**config.mk**
```make
export PLATFORM = sky130hd
export DESIGN_NAME = seg_scan_ctrl
export DESIGN_NICKNAME = d
export VERILOG_FILES = /design/src/rtl/seg_pkg.sv /design/src/rtl/refresh_prescaler.sv /design/src/rtl/seg_scan_ctrl.sv
export SDC_FILE = /design/constraint.sdc
export NUM_CORES = 1
export LEC_CHECK = 0
export ABC_AREA = 1
export CAP_MARGIN = 20
export CORE_MARGIN = 8
export CORE_UTILIZATION = 60
export DETAILED_ROUTE_END_ITERATION = 7
export DONT_BUFFER_PORTS = 1
export PLACE_DENSITY = 0.82
export SLEW_MARGIN = 15
export SYNTH_ARGS = -nofsm -noshare
export SYNTH_HDL_FRONTEND = slang
export SYNTH_SLANG_ARGS = --single-unit
export TNS_END_PERCENT = 20
```
**constraint.sdc**
```tcl
create_clock -name clk -period 3.7 [get_ports clk]
set_input_delay 0.74 -clock clk [delete_from_list [all_inputs] [get_ports clk]]
set_output_delay 0.74 -clock clk [all_outputs]
set_load 0.05 [all_outputs]
```
**src/rtl/seg_pkg.sv**
```systemverilog
// Shared definitions for the 7-segment scan controller: blank code, scan FSM
// states and the slot-length helper.
package seg_pkg;

   localparam logic [3:0] BLANK_CODE = 4'hF;

   typedef enum logic [1:0] {
      IDLE,
      GUARD,
      DRIVE
   } scan_state_t;

   function automatic int ticks_per_slot(input int clk_hz, input int refresh_hz);
      return clk_hz / refresh_hz;
   endfunction

endpackage

```
**src/rtl/refresh_prescaler.sv**
```systemverilog
// Clearable modulo-TICKS slot counter. guard_end marks the last guard cycle of a
// slot, tick marks the last cycle of the slot.
module refresh_prescaler
   import seg_pkg::*;
#(
   parameter int TICKS        = 10,
   parameter int GUARD_CYCLES = 2
) (
   input  logic clk,
   input  logic rst,
   input  logic clr,
   output logic tick,
   output logic guard_end
);

   localparam int CW = (TICKS > 1) ? $clog2(TICKS) : 1;
   localparam logic [CW-1:0] LAST_CNT  = CW'(TICKS - 1);
   localparam logic [CW-1:0] GUARD_CNT = CW'(GUARD_CYCLES - 1);

   logic [CW-1:0] cnt_reg;

   always_ff @(posedge clk or posedge rst) begin
      if (rst) begin
         cnt_reg <= '0;
      end else if (clr || (cnt_reg == LAST_CNT)) begin
         cnt_reg <= '0;
      end else begin
         cnt_reg <= cnt_reg + 1'b1;
      end
   end

   assign tick      = (cnt_reg == LAST_CNT);
   assign guard_end = (cnt_reg == GUARD_CNT);

endmodule

```
**src/rtl/seg_scan_ctrl.sv**
```systemverilog
// Time-multiplexed scan controller for an N-digit common-anode 7-segment display
// with tear-free (frame-boundary) value updates and leading-zero blanking.
module seg_scan_ctrl
   import seg_pkg::*;
#(
   parameter int N_DIGITS     = 4,
   parameter int CLK_HZ       = 100_000_000,
   parameter int REFRESH_HZ   = 1_000,
   parameter int GUARD_CYCLES = 16
) (
   input  logic                  clk,
   input  logic                  rst,
   input  logic                  enable,
   input  logic                  load,
   input  logic [4*N_DIGITS-1:0] digits_in,
   input  logic [N_DIGITS-1:0]   dp_in,
   input  logic                  blank_lz,
   output logic [3:0]            bcd_out,
   output logic                  dp_out,
   output logic [N_DIGITS-1:0]   an_n,
   output logic                  frame_done
);

   localparam int TICKS = ticks_per_slot(CLK_HZ, REFRESH_HZ);
   localparam int IW    = (N_DIGITS > 1) ? $clog2(N_DIGITS) : 1;
   localparam logic [IW-1:0] LAST_IDX = IW'(N_DIGITS - 1);

   if ((TICKS < GUARD_CYCLES + 2) || (N_DIGITS < 1)) begin : g_bad_params
      $fatal(1, "seg_scan_ctrl: need TICKS >= GUARD_CYCLES+2 and N_DIGITS >= 1");
   end

   scan_state_t             state_reg, state_next;
   logic [IW-1:0]           idx_reg, idx_next;
   logic [4*N_DIGITS-1:0]   disp_reg, pend_reg;
   logic [N_DIGITS-1:0]     disp_dp_reg, pend_dp_reg;
   logic                    pend_flag_reg;
   logic [N_DIGITS-1:0]     an_n_reg, an_n_next;
   logic [3:0]              bcd_reg, bcd_next;
   logic                    dp_reg, dp_next;
   logic                    frame_done_reg;
   logic                    frame_end;
   logic                    presc_clr;
   logic                    tick;
   logic                    guard_end;
   logic [N_DIGITS-1:0]     zero_above;
   logic                    zero_run;
   logic [3:0]              digit_code [N_DIGITS];

   refresh_prescaler #(
      .TICKS       (TICKS),
      .GUARD_CYCLES(GUARD_CYCLES)
   ) u_prescaler (
      .clk      (clk),
      .rst      (rst),
      .clr      (presc_clr),
      .tick     (tick),
      .guard_end(guard_end)
   );

   // zero_above[i]: digit i and every more-significant digit are zero
   always_comb begin
      zero_run   = 1'b1;
      zero_above = '0;
      for (int i = N_DIGITS - 1; i >= 0; i--) begin
         zero_run      = zero_run && (disp_reg[4*i +: 4] == 4'd0);
         zero_above[i] = zero_run;
      end
   end

   for (genvar gi = 0; gi < N_DIGITS; gi++) begin : g_digit
      logic [3:0] nib;
      assign nib = disp_reg[4*gi +: 4];
      if (gi == 0) begin : g_lsd
         assign digit_code[gi] = (nib > 4'd9) ? BLANK_CODE : nib;
      end else begin : g_upper
         assign digit_code[gi] = ((nib > 4'd9) || (blank_lz && zero_above[gi])) ? BLANK_CODE : nib;
      end
   end

   always_comb begin
      state_next = state_reg;
      idx_next   = idx_reg;
      presc_clr  = 1'b0;
      frame_end  = 1'b0;
      case (state_reg)
         IDLE: begin
            presc_clr = 1'b1;
            if (enable) begin
               state_next = GUARD;
               idx_next   = '0;
            end
         end
         GUARD: begin
            if (guard_end) state_next = DRIVE;
         end
         DRIVE: begin
            if (tick) begin
               state_next = GUARD;
               frame_end  = (idx_reg == LAST_IDX);
               idx_next   = (idx_reg == LAST_IDX) ? '0 : idx_reg + 1'b1;
            end
         end
         default: state_next = IDLE;
      endcase
      // Dropping enable abandons any partial slot and darkens the display
      if (!enable) begin
         state_next = IDLE;
         idx_next   = '0;
         presc_clr  = 1'b1;
         frame_end  = 1'b0;
      end

      an_n_next = '1;
      bcd_next  = BLANK_CODE;
      dp_next   = 1'b1;
      if (state_next == DRIVE) begin
         an_n_next[idx_next] = 1'b0;
         bcd_next            = digit_code[idx_next];
         dp_next             = ~disp_dp_reg[idx_next];
      end
   end

   always_ff @(posedge clk or posedge rst) begin
      if (rst) begin
         state_reg      <= IDLE;
         idx_reg        <= '0;
         an_n_reg       <= '1;
         bcd_reg        <= BLANK_CODE;
         dp_reg         <= 1'b1;
         frame_done_reg <= 1'b0;
         disp_reg       <= '0;
         disp_dp_reg    <= '0;
         pend_reg       <= '0;
         pend_dp_reg    <= '0;
         pend_flag_reg  <= 1'b0;
      end else begin
         state_reg      <= state_next;
         idx_reg        <= idx_next;
         an_n_reg       <= an_n_next;
         bcd_reg        <= bcd_next;
         dp_reg         <= dp_next;
         frame_done_reg <= frame_end;

         // While dark there is nothing to tear, so updates land immediately
         if ((state_reg == IDLE) || frame_end) begin
            if (load) begin
               disp_reg    <= digits_in;
               disp_dp_reg <= dp_in;
            end else if (pend_flag_reg) begin
               disp_reg    <= pend_reg;
               disp_dp_reg <= pend_dp_reg;
            end
            pend_flag_reg <= 1'b0;
         end else if (load) begin
            pend_reg      <= digits_in;
            pend_dp_reg   <= dp_in;
            pend_flag_reg <= 1'b1;
         end
      end
   end

   assign an_n       = an_n_reg;
   assign bcd_out    = bcd_reg;
   assign dp_out     = dp_reg;
   assign frame_done = frame_done_reg;

endmodule

```
==> results_dict.tcl <==
set metrics [dict create \
    routed_wl_mm 7.40 \
    io_pins 35 \
    final_cell_mix "nand2_1 (155), dfrtp_1 (63), inv_1 (58), nand3_1 (41), nor2_1 (40)" \
    final-max-slew-violation-count 0 \
    routabilityCongestion 0.857 \
    slew_headroom_pct 43.4 \
    n_antenna_cell 0 \
    fin_crit_sh_pct 63.9 \
    path_max_fanout 29 \
    tns_ns 0 \
    rsz0062_at_grt "no" \
    syn_inst 483 \
    grt_use_total_pct 18.2 \
    period_minus_slack_ns 2.37 \
    hpwlAfterDp_mm 5.33 \
    cts_made_buffers 9 \
    num_rows 28 \
    grt_max_degree 41 \
    die-area_sq_um 8910 \
    critPathLaunchType "flip-flop" \
    grt.overflow.total 0 \
    ir_drop_mv 0.358 \
    outcome "finished clean" \
    area_growth_pct 5.74 \
    clk_path_buf_depth 2 \
    synth_top_area_cell "dfrtp_1" \
    finalClockSkew_ns 0.00877 \
    syn_area_sq_um 3690 \
    pwr-share-seq_pct 50.7 \
    path_common_cell "nand2_1" \
    clock-root-buffer "clkbuf_8" \
    p_int_mw 1.34 \
    core_sq_um 5920 \
    cp_data_arrival_time_ns 2.55 \
    drt_iter0_markers 157 \
    hold_viol 0 \
    synth_cell_types 34 \
    antenna_left 0 \
    cp_slowest_stage_delay_ns 0.65 \
    setup_viol 0 \
    switching_share_pct 28.3 \
    drive_gt1_share_pct 8.90 \
    pwr-share-comb_pct 14.0 \
    power.density_nw_per_um2 480 \
    r2r_slack_ns 1.33 \
    fin_hold_ws_ns 0.288 \
    tritoncts "built" \
    p_leak_nw 1.93 \
    drc 0 \
    grt_pass1_vias 2917 \
    final_common_cell "nand2_1" \
    end_kind "flip-flop" \
    via_per_inst 5.31 \
    num_vias 2965 \
    antenna_found_initial 0 \
    wl_per_cell_microns 13.3 \
    cts_hold_buf 0 \
    htree_levels 3 \
    die_w_microns 94.4 \
    max_freq_mhz 423 \
    die_h_microns 94.4 \
    yosys_register_bits 72 \
    maxCapViolations 0 \
    path_clk_slew_ns 0.08 \
    syn_area_per_cell_sq_um 7.63 \
    p_switching_mw 0.529 \
    critical_path.cell_chain "ha_1 -> nand2_1 -> nor2_1 -> nand2_1 -> nor2_1 -> nand4_1 -> nand2_1 -> inv_2 -> nand2_1 -> o21ai_0" \
    critPathBufInv 1 \
    grt_pass1_wl_mm 12.8 \
    clkPwrFrac_pct 35.3 \
    nets 506 \
    utilization_pct 65.8 \
    synth_warnings 0 \
    drt_pass1_iterations 4 \
    synth_nets 510 \
    critPathSlowestCell "nand2_1" \
    yosysSeqAreaShare_pct 49.2 \
    start_util_pct 62.3 \
    largest_reg_flops 17 \
    synth_top_area_share_pct 42.8 \
    path_class "reg -> reg" \
    portBuffers 0 \
    cts_setup_buffers 0 \
    worstMarginPinSlew_ns 0.848 \
    clock_sinks 72 \
    clkLatencyLatePin_ns 0.35 \
    cp_top_family "simple AND/OR/NAND/NOR gates" \
    cp_data_required_time_ns 3.88 \
    postCtsResizedCells 0 \
    min-delay-path-class "in -> async" \
    synth.area.top_cells "dfrtp_1 (43%), nand2_1 (16%), dfstp_2 (6.4%)" \
]
[cell usage after synthesis]
cell type / number
nor3b_1: 2
xnor2_1: 3
a31oi_1: 2
nor2_1: 40
a21oi_2: 3
nor2_2: 2
nand4_1: 4
o21ai_0: 34
nand2_4: 2
nand3_1: 41
clkbuf_2: 1
a31o_2: 1
a21oi_4: 1
ha_1: 2
clkbuf_1: 6
nand3_2: 1
dfrtp_1: 63
nor4_1: 4
inv_2: 3
nand2_1: 155
buf_2: 3
inv_1: 59
dfstp_2: 9
or2_2: 1
nand3b_1: 1
xor2_1: 2
buf_6: 3
nand2_2: 2
buf_4: 4
o21ai_1: 9
o21a_1: 4
a21oi_1: 6
a21boi_0: 1
nor3_1: 9
[metrics by stage]
stage          total power [mW]  area (sq um)  setup slack (ns)  instances
2_1_floorplan              1.17          3690              1.15        483
3_3_place_gp               1.21          3690              1.48        543
3_5_place_dp               1.22          3690              1.33        543
4_1_cts                    1.88          3900              1.33        558
5_1_grt                    1.97          3900              1.04        558
6_report                   1.87          3900              1.33        558
[power by group through the flow]
| stage | clock [mW] | combinational [mW] | sequential, mW |
|---|---|---|---|
| detailed placement | 0 | 0.260 | 0.961 |
| CTS | 0.672 | 0.263 | 0.947 |
| finish | 0.661 | 0.262 | 0.948 |
| floorplan | 0 | 0.221 | 0.947 |
| global route | 0.703 | 0.310 | 0.959 |
| global placement | 0 | 0.251 | 0.956 |
[worst paths after layout]
| kind | cells past startpoint | startpoint | endpoint |
|---|---|---|---|
| setup / recovery | 10 | u_prescaler.cnt_reg[0] | pend_reg[13] |
| hold / removal | 1 | rst | disp_reg[6] |
| setup reg to reg | 10 | u_prescaler.cnt_reg[0] | pend_reg[13] |
| hold reg to reg | 2 | pend_dp_reg[0] | pend_dp_reg[0] |
| max in group asynchronous | 2 | rst | an_n[3] |
| min in group clk | 2 | pend_dp_reg[0] | pend_dp_reg[0] |
[logic make-up after synthesis]
| family | count (synthesis) | share of synthesized area [%] |
|---|---|---|
| xor+xnor | 5 | 1.19 |
| compound gates | 61 | 9.40 |
| simple gates | 264 | 30.3 |
| flops | 72 | 49.2 |
| buf+inv | 79 | 9.20 |
| fa+ha+maj | 2 | 0.679 |
[layer usage]
layer | GRT usage (%) | wire (microns) | vias to the layer above
met2 | 29.4 | 3470 | 79
met3 | 4.76 | 471 | 13
met5 | 0 | 0 | -
met1 | 21.6 | 3290 | 1356
met4 | 10.2 | 170 | 0
li1 | - | - | 1517
[worst reg2reg max path, delay by kind of cell (launching register included)]
family,cells,cell delay (ns)
flip-flops,1,0.38
AND/OR/NAND/NOR,7,1.32
AO/OA/AOI/OAI,1,0.21
adder cells (fa/ha/maj),1,0.17
buffers and inverters,1,0.13
[area by class of cell]
type / instances / area (sq um)
Fill cell: 505 / 2020
Sequential cell: 72 / 1810
Multi-Input combinational cell: 332 / 1530
Inverter: 62 / 233
Clock buffer: 9 / 124
Tap cell: 75 / 93.8
Clock inverter: 6 / 85.1
Timing Repair Buffer: 2 / 15.0
Note: power is estimated with default switching activity, not from simulation.
